## src/rtl/mem_arbiter.sv

```systemverilog
// Arbitrates the single external memory port between instruction fetch (I) and load/store (D).
// Handshake: ireq/dreq are levels held until their one-cycle done pulse; mem_req is held until mem_done (one cycle) or timeout.
module mem_arbiter #(
    parameter int STARVE_LIMIT = 4,
    parameter int TIMEOUT      = 255
) (
    input  logic        clk,
    input  logic        reset,
    input  logic        ireq,
    input  logic [31:0] iadr,
    output logic [31:0] irdata,
    output logic        idone,
    input  logic        dreq,
    input  logic        dwe,
    input  logic [31:0] dadr,
    input  logic [31:0] dwdata,
    input  logic [3:0]  dbyteen,
    output logic [31:0] drdata,
    output logic        ddone,
    output logic        mem_req,
    output logic        mem_we,
    output logic [31:0] mem_adr,
    output logic [31:0] mem_wdata,
    output logic [3:0]  mem_byteen,
    input  logic [31:0] mem_rdata,
    input  logic        mem_done,
    output logic        mem_err
);

    localparam int SW = $clog2(STARVE_LIMIT + 1);
    localparam logic [SW-1:0] STARVE_MAX = SW'(STARVE_LIMIT);
    localparam logic [7:0] TIMEOUT_LAST = 8'(TIMEOUT - 1);
    localparam logic [31:0] ABORT_DATA = 32'hDEAD_BEEF;

    typedef enum logic [1:0] {
        IDLE  = 2'd0,
        IBUSY = 2'd1,
        DBUSY = 2'd2
    } state_t;

    state_t        state;
    logic [SW-1:0] starve;
    logic [7:0]    tcount;

    logic i_elig;
    logic d_elig;
    logic starved;
    logic grant_i;
    logic grant_d;
    logic expired;

    // A requester is masked during its own done cycle so a held level is not served twice.
    always_comb begin
        i_elig  = ireq & ~idone;
        d_elig  = dreq & ~ddone;
        starved = i_elig && (starve == STARVE_MAX);
        grant_d = d_elig & ~starved;
        grant_i = i_elig & ~grant_d;
        expired = (tcount == TIMEOUT_LAST);
    end

    always_ff @(posedge clk or posedge reset) begin
        if (reset) begin
            state      <= IDLE;
            starve     <= '0;
            tcount     <= '0;
            irdata     <= '0;
            idone      <= 1'b0;
            drdata     <= '0;
            ddone      <= 1'b0;
            mem_req    <= 1'b0;
            mem_we     <= 1'b0;
            mem_adr    <= '0;
            mem_wdata  <= '0;
            mem_byteen <= '0;
            mem_err    <= 1'b0;
        end else begin
            idone <= 1'b0;
            ddone <= 1'b0;
            case (state)
                IDLE: begin
                    if (grant_d) begin
                        state      <= DBUSY;
                        mem_req    <= 1'b1;
                        mem_we     <= dwe;
                        mem_adr    <= dadr;
                        mem_wdata  <= dwdata;
                        mem_byteen <= dbyteen;
                        tcount     <= '0;
                        if (ireq && (starve != STARVE_MAX)) begin
                            starve <= starve + 1'b1;
                        end
                    end else if (grant_i) begin
                        state      <= IBUSY;
                        mem_req    <= 1'b1;
                        mem_we     <= 1'b0;
                        mem_adr    <= iadr;
                        mem_wdata  <= '0;
                        mem_byteen <= 4'hF;
                        tcount     <= '0;
                        starve     <= '0;
                    end
                end
                IBUSY, DBUSY: begin
                    // A real acknowledge on the timeout edge takes precedence over the abort.
                    if (mem_done || expired) begin
                        state   <= IDLE;
                        mem_req <= 1'b0;
                        if (!mem_done) begin
                            mem_err <= 1'b1;
                        end
                        if (state == IBUSY) begin
                            idone  <= 1'b1;
                            irdata <= mem_done ? mem_rdata : ABORT_DATA;
                        end else begin
                            ddone <= 1'b1;
                            if (!mem_done) begin
                                drdata <= ABORT_DATA;
                            end else if (!mem_we) begin
                                drdata <= mem_rdata;
                            end
                        end
                    end else begin
                        tcount <= tcount + 8'd1;
                    end
                end
                default: begin
                    state   <= IDLE;
                    mem_req <= 1'b0;
                end
            endcase
        end
    end

endmodule

```

## config.mk

```make
export PLATFORM = sky130hd
export DESIGN_NAME = mem_arbiter
export DESIGN_NICKNAME = d
export VERILOG_FILES = /design/src/rtl/mem_arbiter.sv
export SDC_FILE = /design/constraint.sdc
export NUM_CORES = 1
export LEC_CHECK = 0
export CORE_MARGIN = 5
export CORE_UTILIZATION = 39
export DETAILED_ROUTE_END_ITERATION = 12
export PLACE_DENSITY_LB_ADDON = 0.3
export SETUP_SLACK_MARGIN = 0.5
export SYNTH_ARGS = -nofsm -noshare
export SYNTH_HDL_FRONTEND = slang
export SYNTH_SLANG_ARGS = --single-unit
export TNS_END_PERCENT = 10
```

## constraint.sdc

```tcl
create_clock -name clk -period 6.7 [get_ports clk]
set_clock_uncertainty 0.1 [all_clocks]
set_input_delay 1.675 -clock clk [delete_from_list [all_inputs] [get_ports clk]]
set_output_delay 1.675 -clock clk [all_outputs]
set_load 0.02 [all_outputs]
```

==> impl_metrics.ini <==
[outcome]
outcome = completed

[clock_tree]
clkLatencyLatePin_ns = 0.41
cts_setup_buffers = 0
clockBufferDepth = 2
hold_buffers = 0
cts_tree = built
htree_levels = 4
cts_resized = 0
path_clk_slew_ns = 0.07
cts_root_buf = clkbuf_16
numClockSinks = 150
numCtsBuffers = 17

[finish]
layout-drive-gt1-share_pct = 8.26
syn_to_final_growth_pct = 52.8
fillers = 1306
num_antenna_cells = 0
fin_nets = 978

[die]
core_um2 = 16500
die_w_um = 139
rows = 47
die_y_um = 139
pin_count = 275
start_util_pct = 39.6
die-area_um2 = 19400

[timing]
slew_violations = 0
hold_viol = 0
max_slew_margin_pct = 23.3
period_needed_ns = 3.61
fmax_mhz = 277
fin_hold_ws_ns = 0.398
grt_setup_unrepaired = false
fin_crit_sh_pct = 54.0
finalSetupTns_ns = 0
setup-violations-final = 0
tightest_slew_ns = 1.15

[route]
via_per_inst = 5.04
dr.first_iter.drc_count = 252
routed_wl_um = 18200
drcViolationCount = 0
postRouteAntennaNets = 0
firstDrtPassIters = 4
wl_per_cell_um = 17.1
vias = 5373

[min_path]
hold_path_class = register to register
min_path_cells = 1
hp-start = mem_err
whs_endpoint = mem_err

[synth]
synth_fp_nets = 718
syn-cell-area_um2 = 6510
yosysMostFrequentCell = dfrtp_1
syn_inst = 574
synth_top_flop_cell = dfrtp_1
synth_common_cells = 150 x dfrtp_1, 71 x nand2_1, 40 x inv_1
synth_area_leaders = dfrtp_1 58%, a22o_1 4.7%, a2bb2oi_2 4.6%
syn_avg_cell_area_um2 = 11.3
ys_seq_area_share_pct = 57.6
netlist.top_cell.by_area = dfrtp_1
async_flop_share_pct = 100
synth_edf_count = 0
synth_top_area_share_pct = 57.6
yosys_warnings = 0
synth-seq-cells = 150
synth_cell_types = 46

[global_route]
grtUsageTotal_pct = 18.7
antenna_found_initial = 0
grt_max_degree = 108
overflow = 0
first_global_vias = 5713
grt_pass1_wl_um = 29400

[critical_path]
critPathCaptureType = register
reg2reg_to = drdata[4]
cp.required_ns = 6.84
crit_path_max_fanout = 46
start_kind = primary input
reg2regPathDepth = 5
ff2ff_setup_slack_ns = 4.08
r2r-start = state[1]
path_class = primary input to register
cp.arrival_ns = 3.75

[placement]
globalplace.congestion = 0.832
dpl.hpwl_um = 13000
io_buffers = 274

[power_and_ir_drop]
swShare_pct = 38.8
power.density_nw_per_um2 = 499
power_frac_seq_pct = 31.7
p_clk_share_pct = 19.4
power_switching_uw = 1930
p_int_uw = 3050
total_power_uw = 4970
combPwrFrac_pct = 48.9
p_leak_uw = 0.00425
vdd_drop_max_v = 0.000237

[flow_run]
drv_cap = 0
[registers in the layout, summed over array words and instances, names as in the netlist, 2 cells and up]
| signal | cells |
|---|---|
| mem_adr | 32 |
| mem_byteen | 4 |
| state | 2 |
| mem_wdata | 32 |
| irdata | 32 |
| drdata | 32 |
| starve | 3 |
| tcount | 8 |
[power by group through the flow]
stage / clock (µW) / combinational, µW / sequential, µW
CTS: 989 / 2460 / 1580
detailed placement: 0 / 2460 / 1580
global route: 1030 / 2600 / 1630
finish: 964 / 2430 / 1580
global placement: 0 / 2400 / 1570
floorplan: 0 / 910 / 2020
[per-layer routing]
| metal | part of all wire, % | vias to the layer above | routed length, µm | track usage, % |
|---|---|---|---|---|
| met2 | 47 | 236 | 8490 | 30.1 |
| met3 | 9.6 | 34 | 1760 | 7.79 |
| li1 | - | 2537 | - | - |
| met5 | 0 | - | 0 | 0 |
| met1 | 41 | 2566 | 7530 | 22.4 |
| met4 | 2.3 | 0 | 422 | 7.57 |
[placed cells by master (no fill, tap or decap), types with 14 or more instances in the layout]
cell type        count
a2bb2oi_2           20
o21ai_0             14
inv_1               39
nor2b_1             29
nand2_1             71
a22o_1              35
mux2i_1             26
nor2_1              37
dfrtp_1            150
clkdlybuf4s50_1    274
clkbuf_16           17
a31oi_1             39
[through the flow]
step	util [%]	worst slack (ns)	cell area, µm²	std cells
after floorplan	-	0.889	6510	574
after global placement	56.8	2.74	9350	1035
after detailed placement	56.8	2.69	9350	1035
after CTS	60.5	3.14	9960	1067
after global routing	60.5	3.01	9960	1067
final	60.5	3.09	9960	1067
[critical path, cell delays in order]
cell and delay [ns]:
clkdlybuf4s50_1 0.46, buf_4 0.40, o211a_2 0.95, o21ai_0 0.25
[cell families (layout without fill, tap and decap cells)]
| logic type | Yosys count | in the layout | share of synthesized area, % |
|---|---|---|---|
| compound gates | 143 | 143 | 18.9 |
| fa+ha+maj | 6 | 6 | 1.15 |
| buf+inv | 79 | 352 | 6.03 |
| flops | 150 | 150 | 57.6 |
| mux | 28 | 28 | 4.34 |
| simple gates | 168 | 168 | 12.0 |
[worst max-delay path by stage]
stage                         to  slack (ns)  depth (start not counted)  startpoint
floorplan                  ddone        0.89                          1       reset
global placement    mem_wdata[1]        2.74                          6        ireq
detailed placement  mem_wdata[2]        2.69                          6        ireq
CTS                   irdata[14]        3.14                          4    mem_done
global route        mem_wdata[4]        3.01                          6        ireq
finish                irdata[14]        3.09                          4    mem_done
[cell type report]
cell class	count	area [µm²]	share of cell area (%)
well taps	220	275	2.76
multi-input cells	345	2380	23.9
clock buffers	20	457	4.59
flip-flops and latches	150	3750	37.7
clock inverters	12	145	1.46
inverters	40	155	1.56
repair buffers	280	2790	28.0
No activity file was read; power rests on OpenSTA's default activity.
